===== config.mk =====
export PLATFORM = sky130hd
export DESIGN_NAME = ef_tmr32_fault_cond
export DESIGN_NICKNAME = d
export VERILOG_FILES = /design/src/rtl/ef_tmr32_fault_cond.sv
export SDC_FILE = /design/constraint.sdc
export NUM_CORES = 1
export LEC_CHECK = 0
export ABC_AREA = 1
export BUFFER_PORTS_ARGS = -buffer_cell sky130_fd_sc_hd__buf_2
export CAP_MARGIN = 20
export CORE_MARGIN = 2
export CORE_UTILIZATION = 48
export DETAILED_ROUTE_END_ITERATION = 10
export PLACE_DENSITY_LB_ADDON = 0.05
export SLEW_MARGIN = 20
export SYNTH_ARGS = -nofsm -noshare
export SYNTH_HDL_FRONTEND = slang
export SYNTH_SLANG_ARGS = --single-unit

===== constraint.sdc =====
create_clock -name clk -period 3 [get_ports clk]
set_clock_uncertainty 0.15 [all_clocks]
set_input_delay 0.15 -clock clk [delete_from_list [all_inputs] [get_ports clk]]
set_output_delay 0.15 -clock clk [all_outputs]
set_load 0.02 [all_outputs]

===== src/rtl/ef_tmr32_fault_cond.sv =====
// Fault-pin conditioner for EF_TMR32: sync, polarity, glitch qualification, hold stretch, event count.
// Define EF_TMR32_FLT_LATCH_EN to make HOLD wait for an explicit flt_clr before releasing the fault.
module ef_tmr32_fault_cond #(
  parameter int FLT_CW  = 8,
  parameter int HOLD_CW = 16
) (
  input  logic               clk,
  input  logic               rst_n,
  input  logic               en,
  input  logic               flt_in,
  input  logic               flt_pol,
  input  logic [FLT_CW-1:0]  flt_len,
  input  logic [HOLD_CW-1:0] hold_len,
  input  logic               sw_fault,
  input  logic               flt_clr,
  input  logic               cnt_clr,
  output logic               pwm_fault,
  output logic               flt_active,
  output logic               flt_event,
  output logic [7:0]         flt_cnt
);

  typedef enum logic [1:0] {IDLE, QUAL, FAULT, HOLD} state_t;

  state_t             state_q;
  logic               s1_q, s2_q;
  logic [FLT_CW-1:0]  qcnt_q;
  logic [HOLD_CW-1:0] hcnt_q;
  logic               evt_q;
  logic [7:0]         cnt_q;
  logic               active;
  logic               release_ok;

  function automatic logic [7:0] sat_inc8(input logic [7:0] v);
    return (v == 8'hFF) ? v : v + 8'd1;
  endfunction

`ifdef EF_TMR32_FLT_LATCH_EN
  assign release_ok = flt_clr;
`else
  logic unused_flt_clr;
  assign unused_flt_clr = flt_clr;
  assign release_ok     = 1'b1;
`endif

  assign active     = flt_pol ? s2_q : ~s2_q;
  assign flt_active = active;
  assign pwm_fault  = (state_q == FAULT) || (state_q == HOLD);
  assign flt_event  = evt_q;
  assign flt_cnt    = cnt_q;

  always_ff @(posedge clk or negedge rst_n) begin
    if (!rst_n) begin
      s1_q    <= 1'b0;
      s2_q    <= 1'b0;
      state_q <= IDLE;
      qcnt_q  <= '0;
      hcnt_q  <= '0;
      evt_q   <= 1'b0;
      cnt_q   <= 8'd0;
    end else begin
      s1_q  <= flt_in;
      s2_q  <= s1_q;
      evt_q <= 1'b0;

      // A clear that lands on the event cycle still counts that event.
      if (cnt_clr)
        cnt_q <= evt_q ? 8'd1 : 8'd0;
      else if (evt_q)
        cnt_q <= sat_inc8(cnt_q);

      if (!en) begin
        state_q <= IDLE;
        qcnt_q  <= '0;
        hcnt_q  <= '0;
      end else begin
        case (state_q)
          IDLE: begin
            if (sw_fault || (active && flt_len <= FLT_CW'(1))) begin
              state_q <= FAULT;
              evt_q   <= 1'b1;
            end else if (active) begin
              state_q <= QUAL;
              qcnt_q  <= flt_len - FLT_CW'(1);
            end
          end
          QUAL: begin
            if (sw_fault || (active && qcnt_q == FLT_CW'(1))) begin
              state_q <= FAULT;
              evt_q   <= 1'b1;
            end else if (!active) begin
              state_q <= IDLE;
            end else begin
              qcnt_q <= qcnt_q - FLT_CW'(1);
            end
          end
          FAULT: begin
            if (!(active || sw_fault)) begin
              state_q <= HOLD;
              hcnt_q  <= hold_len;
            end
          end
          HOLD: begin
            // Re-entry from HOLD is the same fault continuing, so no new event.
            if (active || sw_fault) begin
              state_q <= FAULT;
            end else if (hcnt_q == '0) begin
              if (release_ok) state_q <= IDLE;
            end else begin
              hcnt_q <= hcnt_q - HOLD_CW'(1);
            end
          end
          default: state_q <= IDLE;
        endcase
      end
    end
  end

endmodule


* Yosys cells after proc, flatten, opt, wreduce, memory -nomap -nowiden
Cells that the tools add are included.
Word-level totals: register bits after elaboration 37, bits of input ports 32, output and inout bits 11, logic and storage cells 73
Cells by class: add/sub/neg operators 4, $lt $le $gt $ge 1, equal/unequal tests 18, mux-type cells 29, bitwise operators 1, reductions and logical operators 13
Operator list (number):
- $mux 16 | 4
- $mux 8 | 8
- $pmux 16 s2 | 1
- $ne 3x3->1 const B | 7
- $logic_not 16->1 | 1
- $mux 2 | 8
- $pmux 8 s2 | 1
- $sub 16x1->16 const B | 1
- $sub 8x1->8 const B | 2
- $add 8x1->8 const B | 1
- $eq 8x1->1 const B | 1
- $eq 8x8->1 const B | 1
- $le 8x1->1 const B | 1
- $ne 4x4->1 const B | 2
- $pmux 2 s4 | 1
- $reduce_and 4->1 | 2
- $ne 3x1->1 const B | 2
- $mux 1 | 5
- $reduce_and 5->1 | 1
- $eq 2x2->1 const B | 2
- $logic_or 1x1->1 | 4
- $ne 4x2->1 const B | 1
- $eq 2x1->1 const B | 1
- $logic_and 1x1->1 | 2
- other kinds (6) | 6

* Longest topological paths before layout
Gate-level depths: netlist of run 1.
depth after elaboration 7, gate-level depth with buffers 12

* Worst setup path before layout of run 1
Ideal clock, no wire load.
path type reg2reg, start register cnt_q[0] (netlist: flt_cnt[0]), end register cnt_q[7] (netlist: flt_cnt[7]), data arrival time 1432 ps, data required time 2721 ps, path slack 1288 ps, cell stages (with the launch flop) 7, buffers on the path 0, period minus slack after synthesis 1712 ps, path through dfrtp_1 ha_1 nand4_1 nor2_1 a21oi_2 nor2_4 o21ai_0
Between the ends: longest elaborated chain between the ends 4
RTL lines:
- start: declaration | line 30 | logic [7:0] cnt_q;
- start signal: assignment | line 68 | cnt_q <= evt_q ? 8'd1 : 8'd0;
- start signal: assignment | line 70 | cnt_q <= sat_inc8(cnt_q);
- $add 8x1->8 | line 35 | return (v == 8'hFF) ? v : v + 8'd1;
- $mux 8 | line 35
- $mux 8 | line 69 | else if (evt_q)
- $mux 8 | line 67 | if (cnt_clr)
Several ways; a longest one is shown, not always the timed one. The select of a mux whose other input is x is not followed. A chain may end at the register's enable or synchronous reset.

* Final worst setup path of run 1
start register state_q[1], end register hcnt_q[4]
Between the ends: longest elaborated chain between the ends 3
RTL lines:
- start: declaration | line 25 | state_t state_q;
- start signal: assignment | line 56 | state_q <= IDLE;
- start signal: assignment | line 73 | state_q <= IDLE;
- start signal: assignment | line 80 | state_q <= FAULT;
- $eq 2x2->1 | line 77 | case (state_q)
- $ne 3x3->1 (no line) (tied with other cells)
- $reduce_and 4->1 (no line) / $mux 16 (equally long branches)
- end signal: assignment | line 100 | hcnt_q <= hold_len;
- end signal: assignment | line 110 | hcnt_q <= hcnt_q - HOLD_CW'(1);
- end: declaration | line 28 | logic [HOLD_CW-1:0] hcnt_q;
Several ways; a longest one is shown, not always the timed one.

==> flow_metrics.tcl, run 1 <==
set metrics [dict create \
    postPlaceCellArea_mm2 0.00307 \
    synthFlopType "dfrtp_1" \
    r2r_end "hcnt_q[4]" \
    die_area_mm2 0.00652 \
    dr.pass1.iters 4 \
    syn_nets 485 \
    finish.utilization 0.566 \
    fin_crit_ns 2.06 \
    cp_max_fo 13 \
    cts_made_buffers 5 \
    drtAntennaViolNets 0 \
    cap_violations 0 \
    cts_resized 0 \
    design_power_total_mw 2.55 \
    initial_core_util 0.504 \
    final_cell_mix "nand2_1, nor2_1, inv_1" \
    endpoint_kind "flip-flop" \
    clockBufferDepth 2 \
    synth.yosys.warnings 0 \
    fmax_ghz 0.485 \
    drc 0 \
    nFillCells 585 \
    rr_worst_depth 8 \
    clock_sinks 37 \
    ys_async_sr_fraction 1.00 \
    port_buffers 41 \
    ir_drop_mv 0.396 \
    synth_edf_count 0 \
    syn_inst 446 \
    min-delay-start "hold_len[8]" \
    rsz0062_at_grt "false" \
    fin_nets 527 \
    crit_type "flip-flop to flip-flop" \
    place_inst 551 \
    r2r_slack_ns 0.94 \
    register_area_um2 926 \
    die_w_um 80.7 \
    antenna_found_initial 0 \
    powerDensity_mw_per_mm2 803 \
    core_mm2 0.00561 \
    start_kind "flip-flop" \
    synth.avg_cell_area_um2 6.34 \
    wl_per_cell_um 11.7 \
    tritoncts "done" \
    io_pins 43 \
    hold_class "primary input to flip-flop" \
    grt_pass1_wl_um 11700 \
    min_period_over_period 0.688 \
    drt_iter0_drc 179 \
    grt_pass1_vias 2670 \
    rows 27 \
    clkSlewWorstSetupHoldPaths_ns 0.08 \
    fin_cells 561 \
    hold_viol_final 0 \
    vias 2792 \
    ys_seq_elements 37 \
    mostFrequentLayoutCell "nand2_1" \
    die_y_um 80.7 \
    syn_to_final_growth_pct 12.3 \
    syn-cell-area_mm2 0.00283 \
    yosys.cell_types.count 32 \
    status "completed" \
    report.final.slew_viol_count 0 \
    cts_root_buf "clkbuf_8" \
    synth_seq_area_share 0.328 \
    setup_viol 0 \
    arrival_ns 2.10 \
    min_to "hcnt_q[8]" \
    holdPathStages 5 \
    fin_hold_ws_ns 0.0119 \
    layout_setup_ws_ns 0.937 \
    dp_hpwl_um 4760 \
    overflow 0 \
    vias_per_cell 4.98 \
    maxSlewHeadroom 0.408 \
    p_leak_nw 1.76 \
    htreeDepth 2 \
    worstPathRequired_ns 3.04 \
    clkLatencyLatePin_ns 0.29 \
    design_area_mm2 0.00317 \
    dp_slack_ns 0.968 \
    tns_ns 0 \
    multi_input_area_mm2 0.00165 \
    grt_start_max_net_pins 38 \
    worst_pin_slew_ns 0.888 \
    worstReg2RegStart "state_q[1]" \
    cts_setup_buffers 0 \
    num_antenna_cells 0 \
    drive_above_1_share 0.172 \
    place_congestion 0.860 \
    grt_util_all_layers 0.225 \
    wirelength_um 6550 \
]
-- worst max-delay path: stages, from the launching register on --
cell	delay, ns
dfrtp_1	0.45
nand2_1	0.32
buf_4	0.30
inv_1	0.32
nand2_1	0.12
o21ai_0	0.10
a21oi_1	0.09
nand2_2	0.07
nand2_2	0.04
-- synth_stat cells (2+ instances only) --
master / count / area (um2)
nand2_1: 168 / 631
nor2_1: 52 / 195
inv_1: 44 / 165
nand3_1: 38 / 190
dfrtp_1: 37 / 926
o21ai_0: 20 / 100
nand2_2: 17 / 106
a21oi_1: 8 / 40.0
o21ai_1: 8 / 40.0
ha_1: 7 / 87.6
nand4_1: 7 / 43.8
inv_2: 6 / 22.5
buf_2: 4 / 20.0
xor2_1: 4 / 35.0
nand3b_1: 3 / 22.5
a21oi_2: 2 / 17.5
buf_4: 2 / 15.0
clkbuf_1: 2 / 7.51
nor2_2: 2 / 12.5
nor3_1: 2 / 10.0
or2_2: 2 / 12.5
-- registers in the layout, summed over array words and instances (netlist names) --
name and flops:
state_q 2, s1_q 1, flt_event 1, flt_cnt 8
s2_q 1, qcnt_q 8, hcnt_q 16
-- power breakdown --
part           internal [mW]  total [mW]  switching, mW
Clock                  0.161       0.359          0.198
Sequential             0.661       0.842          0.182
Combinational          0.449        1.35          0.897
Total                   1.27        2.55           1.28
-- worst max-delay path by stage --
| stage | start | endpoint | cells past startpoint | slack (ns) |
|---|---|---|---|---|
| final | state_q[1] | hcnt_q[4] | 8 | 0.94 |
| after floorplan | flt_cnt[0] | flt_cnt[7] | 6 | 1.29 |
| after detailed placement | state_q[1] | hcnt_q[4] | 8 | 0.97 |
| after global placement | state_q[1] | hcnt_q[4] | 8 | 0.98 |
| after CTS | state_q[1] | hcnt_q[4] | 8 | 0.93 |
| after global routing | state_q[1] | hcnt_q[4] | 8 | 0.73 |
-- cells by family (layout without fill, tap and decap cells) --
family / after synthesis / after routing / synth area share
compound gates: 42 / 42 / 0.0801
buf+inv: 59 / 102 / 0.0885
xor+xnor: 4 / 4 / 0.0124
simple gates: 297 / 297 / 0.460
fa+ha+maj: 7 / 7 / 0.0310
flops: 37 / 37 / 0.328
-- timing repair --
item                                   CTS  global route
setup endpoints to repair                0             0
hold buffers                             2             0
endpoints found under the hold margin   38             0
-- cell type report --
cell class              instances  area share
multi-input cells             350       0.520
flip-flops and latches         37       0.292
repair buffers                 44      0.0733
inverters                      50      0.0591
well taps                      72      0.0284
clock buffers                   5      0.0217
clock inverters                 3     0.00552
-- routing by layer --
layer	vias to the layer above	track usage	routed length, um
li1	1488	-	-
met3	4	0.0300	210
met1	1263	0.308	3290
met4	0	0.0475	39
met5	-	0	0
met2	37	0.380	3020
Note: power is estimated with default switching activity, not from simulation.
==> inputs of run 2 (changes only) <==
--- a/config.mk
+++ b/config.mk
@@ -5,7 +5,7 @@
 export SDC_FILE = /design/constraint.sdc
 export NUM_CORES = 1
 export LEC_CHECK = 0
-export ABC_AREA = 1
+export ABC_AREA = 0
 export BUFFER_PORTS_ARGS = -buffer_cell sky130_fd_sc_hd__buf_2
 export CAP_MARGIN = 20
 export CORE_MARGIN = 2
==> constraint.sdc (replaced) <==
create_clock -name clk -period 2.1 [get_ports clk]
set_clock_uncertainty 0.15 [all_clocks]
set_input_delay 0.105 -clock clk [delete_from_list [all_inputs] [get_ports clk]]
set_output_delay 0.105 -clock clk [all_outputs]
set_load 0.02 [all_outputs]
==> flow_metrics.tcl, run 2 <==
set metrics [dict create \
    die_area_mm2 0.00560 \
    cp_max_fo 3 \
    rsz0062_at_grt "true" \
    worst_pin_slew_ns 0.829 \
    final_cell_mix "buf_2, dfrtp_1, buf_4" \
    power.switching_uw 601 \
    fin_hold_ws_ns 0.00643 \
    status "complete, but fails checks" \
    start_kind "flip-flop" \
    powerDensity_mw_per_mm2 624 \
    clkSlewWorstSetupHoldPaths_ns 0.08 \
    synthFlopType "dfrtp_1" \
    overflow 0 \
    fin_cells 443 \
    yosysMostFrequentCell "dfrtp_1" \
    rr_worst_depth 5 \
    htreeDepth 2 \
    synth.yosys.warnings 0 \
    fmax_ghz 0.464 \
    largest_reg_flops 16 \
    p_int_mw 1.48 \
    mostFrequentLayoutCell "buf_2" \
    cts_made_buffers 5 \
    arrival_ns 2.18 \
    p_comb_frac 0.267 \
    grt_start_max_net_pins 38 \
    ys_seq_elements 37 \
    postPlaceCellArea_mm2 0.00291 \
    fin_nets 414 \
    holdPathStages 3 \
    port_buffers 41 \
    drc 0 \
    synth_seq_area_share 0.385 \
    yosysTopAreaCellShare 0.385 \
    min_period_over_period 1.03 \
    largest-register "hcnt_q" \
    finish.utilization 0.698 \
    syn_inst 286 \
    worstPathRequired_ns 2.13 \
    syn_to_final_growth_pct 38.8 \
    clockBufferDepth 2 \
    maxSlewHeadroom 0.447 \
    netlist_top_cells_count "dfrtp_1, o21ai_0, nor2_1" \
    clkLatencyLatePin_ns 0.29 \
    synth_edf_count 0 \
    yosys.cell_types.count 51 \
    drt_iter0_drc 86 \
    drtAntennaViolNets 0 \
    hold_viol_final 0 \
    num_antenna_cells 0 \
    dr.pass1.iters 4 \
    ys_async_sr_fraction 1.00 \
    syn_nets 325 \
    grt_pass1_wl_um 9620 \
    endpoint_kind "flip-flop" \
    grt_pass1_vias 2102 \
    dp_hpwl_um 4290 \
    fin_crit_ns 2.16 \
    hold_class "primary input to flip-flop" \
    cts_root_buf "clkbuf_8" \
    place_inst 416 \
    synth_top_cell_by_area "dfrtp_1" \
    io_pins 43 \
    grt_util_all_layers 0.223 \
    syn-cell-area_mm2 0.00241 \
    cap_violations 0 \
    die_w_um 74.8 \
    die_y_um 74.8 \
    synth_area_leaders "dfrtp_1, o21ai_0, a21oi_1" \
    violations "negative setup slack" \
    place_congestion 0.850 \
    drive_above_1_share 0.295 \
    tns_ns -0.143 \
    power_frac_seq 0.370 \
    layout_setup_ws_ns -0.0572 \
    p_leak_nw 1.54 \
    antenna_found_initial 0 \
    core_mm2 0.00479 \
    setup_viol 3 \
    crit_type "flip-flop to flip-flop" \
    wl_per_cell_um 13.8 \
    clockPowerShare 0.363 \
    design_area_mm2 0.00334 \
    vias_per_cell 5.62 \
    dp_slack_ns -0.145 \
    rows 25 \
    tritoncts "done" \
    report.final.slew_viol_count 0 \
    netSwitchingFraction 0.288 \
    vias 2488 \
    clock_sinks 37 \
    synth.avg_cell_area_um2 8.42 \
    wirelength_um 6100 \
    initial_core_util 0.503 \
    ir_drop_mv 0.433 \
    design_power_total_mw 2.09 \
]
==> run 2: final cells by class <==
cell class / count / area [um2]
fill: 364 / 1440
sequential: 37 / 926
multi-input combinational: 224 / 1480
timing repair buffer: 94 / 666
clock inverter: 3 / 68.8
clock buffer: 5 / 68.8
inverter: 13 / 48.8
tap: 67 / 83.8
==> run 2: cell families after synthesis <==
logic type / share of synthesized area
AND/OR/NAND/NOR: 0.233
AO/OA/AOI/OAI: 0.227
flip-flops: 0.385
buffers and inverters: 0.0426
XOR/XNOR: 0.0473
multiplexers: 0.0291
adder cells (fa/ha/maj): 0.0364
==> run 2: per-layer routing <==
layer / track usage / up-vias / wire length (um)
li1: - / 1239 / -
met1: 0.338 / 1165 / 3010
met2: 0.325 / 78 / 2690
met3: 0.0428 / 6 / 347
met4: 0.0595 / 0 / 52
met5: 0 / - / 0
==> run 2: worst paths after layout <==
path                                  from          to  slack, ns
worst max-delay path            hcnt_q[11]  hcnt_q[14]      -0.06
worst min register to register        s1_q        s2_q       0.21
worst max register to register  hcnt_q[11]  hcnt_q[14]      -0.06
worst min-delay path                    en   qcnt_q[7]      0.006
max in group asynchronous            rst_n   qcnt_q[0]       0.98
min in group asynchronous            rst_n   hcnt_q[8]       0.29
==> run 2: repair_timing <==
item | in CTS | in global routing
pin swaps | 0 | 3
hold endpoints to repair | 58 | 1
gates resized for setup | 18 | 18
setup endpoints to repair | 17 | 16
setup buffers | 0 | 2
hold buffers | 16 | 1
==> run 2: worst max-delay path: stages (launching register included) <==
cell and delay, ns:
dfrtp_1 0.40, or4_4 0.56, or3_4 0.40, a21boi_1 0.15
o311ai_2 0.28, o21ai_1 0.10
==> run 2: power groups by stage <==
| stage | Combinational [mW] | Clock [mW] | Sequential (mW) |
|---|---|---|---|
| floorplan | 0.260 | 0 | 0.783 |
| finish | 0.557 | 0.757 | 0.772 |
| global route | 0.611 | 0.802 | 0.777 |
| CTS | 0.517 | 0.773 | 0.771 |
| global placement | 0.466 | 0 | 0.785 |
| detailed placement | 0.469 | 0 | 0.784 |
==> inputs of run 3 (changes only) <==
--- a/config.mk
+++ b/config.mk
@@ -11,6 +11,7 @@
 export CORE_MARGIN = 2
 export CORE_UTILIZATION = 48
 export DETAILED_ROUTE_END_ITERATION = 10
+export HOLD_SLACK_MARGIN = 0.15
 export PLACE_DENSITY_LB_ADDON = 0.05
 export SLEW_MARGIN = 20
 export SYNTH_ARGS = -nofsm -noshare
==> flow_metrics.tcl, run 3 (same netlist as run 2, synthesis figures left out) <==
set metrics [dict create \
    status "complete, but fails checks" \
    violations "negative setup slack" \
    dp_hpwl_um 4290 \
    worst_pin_slew_ns 0.829 \
    setup_viol 3 \
    htreeDepth 2 \
    grt_start_max_net_pins 38 \
    p_leak_nw 1.58 \
    rsz0062_at_grt "true" \
    initial_core_util 0.503 \
    drc 0 \
    final_cell_mix "buf_2, dfrtp_1, buf_4" \
    die_w_um 74.8 \
    cp_top_family "simple AND/OR/NAND/NOR gates" \
    crit_type "flip-flop to flip-flop" \
    clkSlewWorstSetupHoldPaths_ns 0.08 \
    tritoncts "done" \
    fin_crit_ns 2.16 \
    dp_slack_ns -0.145 \
    fin_nets 424 \
    clockBufferDepth 2 \
    endpoint_kind "flip-flop" \
    powerDensity_mw_per_mm2 611 \
    cp_max_fo 3 \
    drt_iter0_drc 120 \
    clkLatencyLatePin_ns 0.30 \
    dr.pass1.iters 4 \
    rows 25 \
    die_y_um 74.8 \
    fin_hold_ws_ns 0.181 \
    hold_viol_final 0 \
    min_period_over_period 1.03 \
    clock_sinks 37 \
    nFillCells 347 \
    crit_buf_inv 0 \
    fmax_ghz 0.464 \
    slowest_delay_ns 0.56 \
    cap_violations 0 \
    mostFrequentLayoutCell "buf_2" \
    grt_pass1_wl_um 9920 \
    grt_util_all_layers 0.230 \
    place_congestion 0.850 \
    drtAntennaViolNets 0 \
    cts_root_buf "clkbuf_8" \
    vias 2501 \
    antenna_found_initial 0 \
    crit_path_top_delay_cell "or4_4" \
    largest-register "hcnt_q" \
    hold_class "primary input to flip-flop" \
    core_mm2 0.00479 \
    design_power_total_mw 2.10 \
    arrival_ns 2.18 \
    cts_made_buffers 5 \
    worstPathRequired_ns 2.13 \
    maxSlewHeadroom 0.447 \
    syn_to_final_growth_pct 43.0 \
    grt_pass1_vias 2164 \
    layout_setup_ws_ns -0.0559 \
    report.final.slew_viol_count 0 \
    ir_drop_mv 0.418 \
    start_kind "flip-flop" \
    overflow 0 \
    wl_per_cell_um 13.9 \
    vias_per_cell 5.52 \
    wirelength_um 6280 \
    die_area_mm2 0.00560 \
    num_antenna_cells 0 \
    tns_ns -0.140 \
    critical_path.cell_chain "or4_4 > or3_4 > a21boi_1 > o311ai_2 > o21ai_1" \
    largest_reg_flops 16 \
    drive_above_1_share 0.288 \
    io_pins 43 \
    port_buffers 41 \
]
[run 3: worst paths after layout]
check	from	endpoint	slack (ns)	depth (start not counted)
min reg2reg	s1_q	s2_q	0.22	0
min in group asynchronous	rst_n	hcnt_q[8]	0.29	2
max in group asynchronous	rst_n	qcnt_q[0]	0.98	2
max	hcnt_q[11]	hcnt_q[14]	-0.06	5
min	flt_len[1]	qcnt_q[5]	0.18	5
max reg2reg	hcnt_q[11]	hcnt_q[14]	-0.06	5
[run 3: what timing repair did]
item / CTS / global route
hold buffers: 27 / 0
pin swaps: 0 / 3
buffers inserted: 0 / 2
setup endpoints to repair: 17 / 16
gates resized for setup: 18 / 18
endpoints found under the hold margin: 72 / 0
[run 3: per-stage QoR]
stage,std cells,area [um2],util
after global placement,416,2910,0.608
final,453,3440,0.719
after detailed placement,416,2910,0.608
after global routing,453,3440,0.719
after floorplan,286,2410,-
after CTS,451,3350,0.700
[run 3: layout make-up]
class                      instances  area [um2]  area share
tap                               67        83.8      0.0244
inverter                          13        48.8      0.0142
clock buffer                       5        68.8      0.0200
timing repair buffer             104         766       0.222
multi-input combinational        224        1480       0.430
sequential                        37         926       0.269
clock inverter                     3        68.8      0.0200
[run 3: worst min-delay path, cell delays in order]
cell     delay (ns)
buf_2          0.12
nor3_1         0.06
xor2_1         0.11
mux2i_1        0.07
o21ai_0        0.13
[run 3: per-layer routing]
metal,track usage,routed length [um],vias to the layer above,part of all wire
li1,-,-,1255,-
met1,0.343,3100,1179,0.49
met2,0.342,2840,61,0.45
met3,0.0428,294,6,0.047
met4,0.0595,52,0,0.0083
met5,0,0,-,0
[run 3: report_power, final]
part | total (mW) | internal [mW] | switching [mW]
combinational | 0.573 | 0.277 | 0.296
sequential | 0.772 | 0.741 | 0.0306
clock | 0.757 | 0.478 | 0.279
total | 2.10 | 1.50 | 0.606
